[config.mk]
export PLATFORM = sky130hd
export DESIGN_NAME = fetch_queue
export DESIGN_NICKNAME = d
export VERILOG_FILES = /design/src/rtl/fetch_queue.sv
export SDC_FILE = /design/constraint.sdc
export NUM_CORES = 1
export LEC_CHECK = 0
export BUFFER_PORTS_ARGS = -buffer_cell sky130_fd_sc_hd__buf_2
export CAP_MARGIN = 20
export CELL_PAD_IN_SITES_DETAIL_PLACEMENT = 1
export CELL_PAD_IN_SITES_GLOBAL_PLACEMENT = 2
export CORE_MARGIN = 2
export CORE_UTILIZATION = 45
export CTS_CLUSTER_SIZE = 20
export DETAILED_ROUTE_END_ITERATION = 8
export PLACE_DENSITY_LB_ADDON = 0.12
export SKIP_LAST_GASP = 1
export SLEW_MARGIN = 20
export SYNTH_ARGS = -nofsm -noshare
export SYNTH_HDL_FRONTEND = slang
export SYNTH_SLANG_ARGS = --single-unit
[constraint.sdc]
create_clock -name i_clk -period 3.35 [get_ports i_clk]
set_input_delay 0.335 -clock i_clk [delete_from_list [all_inputs] [get_ports i_clk]]
set_output_delay 0.335 -clock i_clk [all_outputs]
set_load 0.01 [all_outputs]
[src/rtl/fetch_queue.sv]
// fetch_queue: in-order instruction/PC buffer between fetch and decode, with flush and halt blocking
module fetch_queue #(
    parameter int DEPTH   = 4,
    parameter int INSTR_W = 8,
    parameter int PC_W    = 8
) (
    input  logic                       i_clk,
    input  logic                       i_rst_n,
    input  logic                       i_in_valid,
    output logic                       o_in_ready,
    input  logic [INSTR_W-1:0]         i_in_instr,
    input  logic [PC_W-1:0]            i_in_pc,
    output logic                       o_out_valid,
    input  logic                       i_out_ready,
    output logic [INSTR_W-1:0]         o_out_instr,
    output logic [PC_W-1:0]            o_out_pc,
    input  logic                       i_flush,
    output logic [$clog2(DEPTH):0]     o_count,
    output logic                       o_halt_drained
);
    localparam int AW = $clog2(DEPTH);
    localparam int CW = AW + 1;

    logic [INSTR_W-1:0] r_instr_mem [DEPTH];
    logic [PC_W-1:0]    r_pc_mem    [DEPTH];
    logic [AW-1:0]      r_wr_ptr;
    logic [AW-1:0]      r_rd_ptr;
    logic [CW-1:0]      r_cnt;
    logic               r_halt_seen;
    logic               w_push;
    logic               w_pop;
    logic               w_clear;
    logic               w_is_halt;

    assign w_clear        = !i_rst_n || i_flush;
    assign o_in_ready     = (r_cnt < CW'(DEPTH)) && !r_halt_seen;
    assign o_out_valid    = r_cnt != '0;
    assign w_push         = i_in_valid && o_in_ready;
    assign w_pop          = o_out_valid && i_out_ready;
    assign w_is_halt      = i_in_instr[INSTR_W-1 -: 2] == 2'b11;
    assign o_out_instr    = o_out_valid ? r_instr_mem[r_rd_ptr] : '0;
    assign o_out_pc       = o_out_valid ? r_pc_mem[r_rd_ptr] : '0;
    assign o_count        = r_cnt;
    assign o_halt_drained = r_halt_seen && (r_cnt == '0);

    // Store accepted entries; a push coinciding with reset or flush is dropped
    always_ff @(posedge i_clk) begin
        if (w_push && !w_clear) begin
            r_instr_mem[r_wr_ptr] <= i_in_instr;
            r_pc_mem[r_wr_ptr]    <= i_in_pc;
        end
    end

    // Pointers, occupancy and halt block; reset and flush both empty the queue
    always_ff @(posedge i_clk) begin
        if (w_clear) begin
            r_wr_ptr    <= '0;
            r_rd_ptr    <= '0;
            r_cnt       <= '0;
            r_halt_seen <= 1'b0;
        end else begin
            if (w_push) r_wr_ptr <= r_wr_ptr + 1'b1;
            if (w_pop) r_rd_ptr <= r_rd_ptr + 1'b1;
            r_cnt <= r_cnt + CW'(w_push) - CW'(w_pop);
            if (w_push && w_is_halt) r_halt_seen <= 1'b1;
        end
    end
endmodule

# == Word-level counts from Yosys, hierarchy flattened ==
# Memory sizes are Yosys's and may differ from the RTL's. A register that Yosys moved wholly into a read port is not among the register bits.
# Cells that the tools add are included.
# op_classes
reduce_logical,12
order_cmp,1
add_sub_neg,4
n_eq_ne,1
n_mux,8
# op_table
operator,n
$mux W8,2
$mux W2,4
$logic_and A1 B1 Y1,6
$add A2 B1 Y2 const B,2
$add A3 B1 Y3,1
$logic_not A1 Y1,3
$logic_not A3 Y1,1
$lt A3 B3 Y1 const B,1
$reduce_bool A3 Y1,1
$sub A3 B1 Y3,1
$eq A2 B2 Y1 const B,1
$mux W1,2
$logic_or A1 B1 Y1,1
# word_totals
word_cells,32
register_bits,8
ram_bits,64
memories,2
in_bits,21
output_inout_bits,22
# mem_list
name,words,width,rd,rd_clocked_by_memory_dff,write_ports,line,source
r_instr_mem,4,8,1,1,1,24,logic [INSTR_W-1:0] r_instr_mem [DEPTH];
r_pc_mem,4,8,1,1,1,25,logic [PC_W-1:0] r_pc_mem [DEPTH];

# == Depth between registers and ports, before layout ==
# Gate-level depths: netlist (run 1).
# depth
ltp_word,6
ltp_mapped,9
depth_no_buf,9

# == Least setup slack after synthesis (run 1) ==
# OpenSTA, ideal clock, no wires.
# synth_path
path_type,register -> register
start,register r_cnt[2] (netlist: o_count[2])
end,register r_cnt[2] (netlist: o_count[2])
setup_ns,0.128
t_arrival_ns,2.022
path_stages_with_launch,10
path_slack_ns,1.201
path_buffers,0
t_required_ns,3.222
period_less_slack_ns,2.149
cell_sequence,dfxtp_1 > nor3b_1 > inv_1 > ha_1 > inv_1 > ha_1 > fa_1 > xnor2_1 > xnor2_1 > nor2_1
# synth_via
elab_chain_cells,5
word_cells_on_any_way,7
cone_classes,add/sub: 2; order compare: 1; reduce/logical: 4
# synth_rtl
element,line,source
"start, declared",28,logic [CW-1:0] r_cnt;
"start signal, assigned",64,r_cnt <= r_cnt + CW'(w_push) - CW'(w_pop);
$lt A3 B3 Y1,36,assign o_in_ready = (r_cnt < CW'(DEPTH)) && !r_halt_seen;
$logic_and A1 B1 Y1,36,
$logic_and A1 B1 Y1,38,assign w_push = i_in_valid && o_in_ready;
$add A3 B1 Y3,64,
$sub A3 B1 Y3 *,64,
# Mark *: on every way between the ends. The rest lies on a longest branch, timed or not.
# A chain may end at the register's enable or synchronous reset.

==> impl_metrics.tcl, run 1 <==
set metrics [dict create \
    run_status "finished clean" \
    ys_top_cells_by_area "edfxtp_1 (63%), mux4_2 (7.4%), dfxtp_1 (6.6%), mux4_1 (5.2%), nor2b_4 (4.5%)" \
    grt-ovfl-total 0 \
    synth_edf_count 64 \
    dr.pass1.iters 4 \
    fp.dieW_um 86.4 \
    coreArea_um2 6680 \
    async_reset_ff_share_pct 0 \
    synth_compound_area_share_pct 1.03 \
    grtUsageTotal_pct 16.0 \
    final_cell_mix "edfxtp_1 (64), buf_2 (42), inv_1 (11)" \
    viasPerCell 5.08 \
    layout-drive-gt1-share_pct 37.2 \
    max_freq_mhz 400 \
    io_buffers 42 \
    relSlewSlack_pct 40.9 \
    clk_latency_ns 0.33 \
    start_util_pct 45.7 \
    antenna_cells 0 \
    wire_per_inst_um 18.1 \
    synth-simple-area-share_pct 9.06 \
    cts_buffers 9 \
    cts_tree "done" \
    globalplace.congestion 0.757 \
    fin_ws_ns 0.847 \
    drtIter0Drc 74 \
    holdCritStartpoint "i_in_pc[0]" \
    cts-root-buf "clkbuf_8" \
    r2r_start "o_count[2]" \
    grt_pass1_vias 1668 \
    max_cap_violations 0 \
    yosysWarnings 0 \
    setup_violations 0 \
    yosys_register_bits 74 \
    critPathKind "reg2out" \
    synth_top_area_share_pct 63.0 \
    layout_commonest_cell "edfxtp_1" \
    fin_tns_setup_ns 0 \
    die_area_um2 7460 \
    stdcell_count 295 \
    post_cts_buffers 0 \
    nets 238 \
    cts_max_level 3 \
    grt_max_degree 17 \
    dp.final_hpwl_um 3590 \
    post-route-min-period_ns 2.50 \
    hold_path_class "in2reg" \
    vias 1500 \
    area_growth_pct 17.3 \
    dp.cells 279 \
    drc 0 \
    yosysUniqueCellTypes 28 \
    rsz0062_at_grt "no" \
    ys.flop_type "edfxtp_1" \
    required_ns 3.01 \
    synthMuxAreaShare_pct 12.5 \
    avgSynthCellArea_um2 19.0 \
    hold_buffers 0 \
    synth_area_um2 3050 \
    p_leak_nw 1.32 \
    io_pins 43 \
    antenna_found_initial 0 \
    clock-sinks 74 \
    fin_skew_ns 0.00419 \
    power.density_nw_per_um2 580 \
    clk_path_buf_depth 2 \
    ys_seq_area_share_pct 69.5 \
    synth_fp_nets 189 \
    fin_crit_sh_pct 74.7 \
    ant_nets 0 \
    tightest_slew_ns 0.886 \
    cts-resized-gates 0 \
    yosys.area_share.adder_pct 3.12 \
    num_rows 30 \
    grt_pass1_wl_um 8760 \
    yosys.area.top_type "edfxtp_1" \
    ir_drop_mv 0.297 \
    place_ws_ns 0.868 \
    wl_um 5330 \
    crit_arrival_ns 2.17 \
    crit_fanout 9 \
    end_kind "primary output" \
    fp.dieH_um 86.4 \
    finalHoldViolCount 0 \
    drv_slew 0 \
    synth-xor-area-share_pct 1.15 \
    synth_cells 161 \
    synth_top_family_by_area "multiplexers" \
    startpoint_type "flop" \
    path_clk_slew_ns 0.07 \
]
-- worst max-delay path, stage by stage, from the launching register on --
cell,delay (ns)
dfxtp_1,0.62
buf_4,0.33
mux4_1,0.60
nor2b_1,0.15
buf_2,0.14
-- final timing paths --
check | end | slack [ns] | cells past startpoint
setup reg to reg | o_count[2] | 0.93 | 9
hold reg to reg | r_rd_ptr[1] | 0.50 | 2
setup / recovery | o_out_instr[7] | 0.85 | 4
hold / removal | r_pc_mem[0][0] | 0.22 | 1
-- kinds of logic (layout without fill, tap and decap cells) --
family | count (synthesis) | in the layout
xor+xnor | 4 | 4
flops | 74 | 74
simple gates | 37 | 37
compound gates | 5 | 5
buf+inv | 18 | 72
mux | 16 | 16
fa+ha+maj | 7 | 7
-- Yosys cell counts (all sizes together) (2+ instances only) --
cell	number
dfxtp	10
nand2	3
edfxtp	64
nor2b	16
mux4	16
ha	6
and2	5
buf	5
inv	11
a21oi	2
nor2	9
xnor2	3
clkbuf	2
-- per-stage QoR --
step / instance area [um^2] / power, mW / utilization [%] / hold WS, ns
after detailed placement: 3320 / 1.23 / 49.7 / 0.484
after CTS: 3580 / 2.10 / 53.6 / 0.196
after global placement: 3320 / 1.22 / 49.7 / 0.471
after global routing: 3580 / 2.16 / 53.6 / 0.203
after floorplan: 3050 / 1.16 / - / 0.434
final: 3580 / 2.07 / 53.6 / 0.216
-- report_power, final --
part / leakage [nW] / internal, mW / switching [mW]
Sequential: 0.659 / 1.01 / 0.0107
Clock: 0.128 / 0.567 / 0.304
Combinational: 0.529 / 0.0806 / 0.0979
-- flip-flops by register name (all words and copies together), names as in the netlist, named ones only --
name and flops:
r_instr_mem 32, r_pc_mem 32, o_count 3, r_rd_ptr 2
r_wr_ptr 2, r_halt_seen 1
-- routing by layer --
layer  global-route usage [%]  wire length (um)  vias up
met5                        0                 0        -
met4                     4.83                17        0
met3                     4.10               168        4
met2                     27.8              2900       26
li1                         -                 -      701
met1                     19.8              2240      769
-- layout make-up --
| class | instances | area [um^2] |
|---|---|---|
| Inverter | 11 | 41.3 |
| Multi-Input combinational cell | 69 | 826 |
| Sequential cell | 74 | 2120 |
| Timing Repair Buffer | 45 | 233 |
| Clock inverter | 6 | 129 |
| Clock buffer | 10 | 128 |
| Fill cell | 639 | 3100 |
| Tap cell | 80 | 100 |
Note: power is estimated with default switching activity, not from simulation.
==> inputs of run 2 (changes only) <==
Settings changed: CORE_UTILIZATION 45 to 42.
Clock period 3.35 ns to 2.4 ns, I/O delays scaled along.
==> run 2 against run 1 <==
Against the previous run: clock power rose by 17%; cell area up 2.1%; total power up 31%; sequential power is 39% higher; die area increased by 6.8%; sequential share of layout area shrank 1.2 points; first-iteration DRC count down 23%; critical path type is now reg2reg; critical endpoint is now o_count[2].
==> impl_metrics.tcl, run 2 (synthesis results as in run 1) <==
set metrics [dict create \
    path_clk_slew_ns 0.08 \
    layout_commonest_cell "edfxtp_1" \
    start_util_pct 42.8 \
    startpoint "o_count[2]" \
    end_kind "flop" \
    required_ns 2.63 \
    max_cap_violations 0 \
    grt-ovfl-total 0 \
    pwr-share-clk_pct 37.6 \
    num_rows 31 \
    hold_buffers 0 \
    rsz0062_at_grt "no" \
    r2r_slack_ns 0.18 \
    busiest_layer "met2" \
    grt_pass1_vias 1574 \
    wl_um 5430 \
    dp.cells 308 \
    io_pins 43 \
    relSlewSlack_pct 69.5 \
    final_cell_mix "edfxtp_1 (64), buf_2 (42), buf_4 (12)" \
    cpLargestDelayFamily "adder cells" \
    power.switching_uw 588 \
    worstRegToRegCells 9 \
    area_growth_pct 19.8 \
    fp.dieW_um 89.2 \
    ant_nets 0 \
    coreArea_um2 7140 \
    cts-resized-gates 0 \
    setup_violations 0 \
    viasPerCell 4.75 \
    cpPeakStageDelay_ns 0.40 \
    met1_usage_pct 19.4 \
    fp.dieH_um 89.2 \
    worstPathCellList "o31ai_2 > inv_1 > ha_1 > inv_1 > ha_1 > fa_1 > xnor2_1 > xnor2_1 > nor2_1" \
    grt_max_degree 17 \
    r2r_start "o_count[2]" \
    hold_path_class "in2reg" \
    drv_slew 0 \
    crit_fanout 7 \
    hold-worst-slack_ns 0.108 \
    fin_ws_ns 0.182 \
    die_area_um2 7960 \
    cts_max_level 3 \
    combPwrFrac_pct 9.6 \
    cpMaxStageDelayCell "dfxtp_1" \
    clock-sinks 74 \
    grtUsageMet2_pct 24.4 \
    clk_latency_ns 0.34 \
    reg2reg_to "o_count[2]" \
    power.density_nw_per_um2 741 \
    finalHoldViolCount 0 \
    p_int_mw 2.12 \
    io_buffers 42 \
    path_buf_inv 2 \
    met3_usage_pct 4.25 \
    run_status "finished clean" \
    layout-drive-gt1-share_pct 40.9 \
    antenna_found_initial 0 \
    cts_tree "done" \
    nets 248 \
    post-route-min-period_ns 2.22 \
    fin_crit_sh_pct 92.4 \
    fill_cells 715 \
    post_cts_buffers 0 \
    critPathKind "reg2reg" \
    cts_buffers 9 \
    fin_skew_ns 0.00652 \
    seqPwrFrac_pct 52.8 \
    startpoint_type "flop" \
    ir_drop_mv 0.390 \
    tightest_slew_ns 0.457 \
    p_leak_nw 1.34 \
    antenna_cells 0 \
    max_freq_mhz 451 \
    crit_arrival_ns 2.45 \
    grtUsageTotal_pct 15.1 \
    dp.final_hpwl_um 3820 \
    vias 1540 \
    drtIter0Drc 57 \
    swShare_pct 21.7 \
    place_ws_ns 0.109 \
    cts-root-buf "clkbuf_8" \
    dr.pass1.iters 4 \
    globalplace.congestion 0.735 \
    clk_path_buf_depth 2 \
    grt_pass1_wl_um 8360 \
    cp_num_cells 9 \
    min_path_cells 1 \
    crit_end "o_count[2]" \
    drc 0 \
    fin_tns_setup_ns 0 \
    wire_per_inst_um 16.8 \
    stdcell_count 324 \
]
-- run 2: cell type report --
class,instances,area [um^2],share of cell area (%)
Clock inverter,5,80.1,2.19
Multi-Input combinational cell,69,836,22.9
Timing Repair Buffer,55,320,8.76
Clock buffer,11,131,3.59
Tap cell,99,124,3.39
Inverter,11,41.3,1.13
Sequential cell,74,2120,58.1
-- run 2: worst register-to-register path, cell delays in order (launching register included) --
cell     delay, ns
dfxtp_1       0.40
o31ai_2       0.33
inv_1         0.08
ha_1          0.27
inv_1         0.04
ha_1          0.19
fa_1          0.40
xnor2_1       0.20
xnor2_1       0.15
nor2_1        0.05
-- run 2: metal layers --
layer	wire, um	part of all wire [%]	vias up
met5	0	0	-
met4	74	1.4	0
met1	2360	43	777
li1	-	-	722
met2	2780	51	34
met3	207	3.8	7
-- run 2: worst min path at each step --
stage | endpoint | start | slack, ns
3_3_place_gp | r_pc_mem[1][1] | i_in_pc[1] | 0.45
2_1_floorplan | r_instr_mem[0][0] | i_in_instr[0] | 0.34
5_1_grt | r_pc_mem[0][1] | i_in_pc[1] | 0.1
4_1_cts | r_pc_mem[0][1] | i_in_pc[1] | 0.09
6_report | r_pc_mem[3][1] | i_in_pc[1] | 0.11
3_5_place_dp | r_pc_mem[3][1] | i_in_pc[1] | 0.46
-- run 2: power by group through the flow --
stage / Clock (mW) / Combinational (mW) / Sequential [mW]
4_1_cts: 1.05 / 0.267 / 1.43
6_report: 1.02 / 0.260 / 1.43
3_3_place_gp: 0 / 0.256 / 1.46
2_1_floorplan: 0 / 0.170 / 1.46
5_1_grt: 1.10 / 0.289 / 1.43
3_5_place_dp: 0 / 0.266 / 1.46
-- run 2: through the flow --
| step | utilization (%) | area (um^2) | power (mW) |
|---|---|---|---|
| after CTS | 51.1 | 3640 | 2.75 |
| final | 51.2 | 3650 | 2.71 |
| after floorplan | - | 3050 | 1.63 |
| after detailed placement | 48.1 | 3430 | 1.73 |
| after global routing | 51.2 | 3650 | 2.82 |
| after global placement | 48.1 | 3430 | 1.71 |
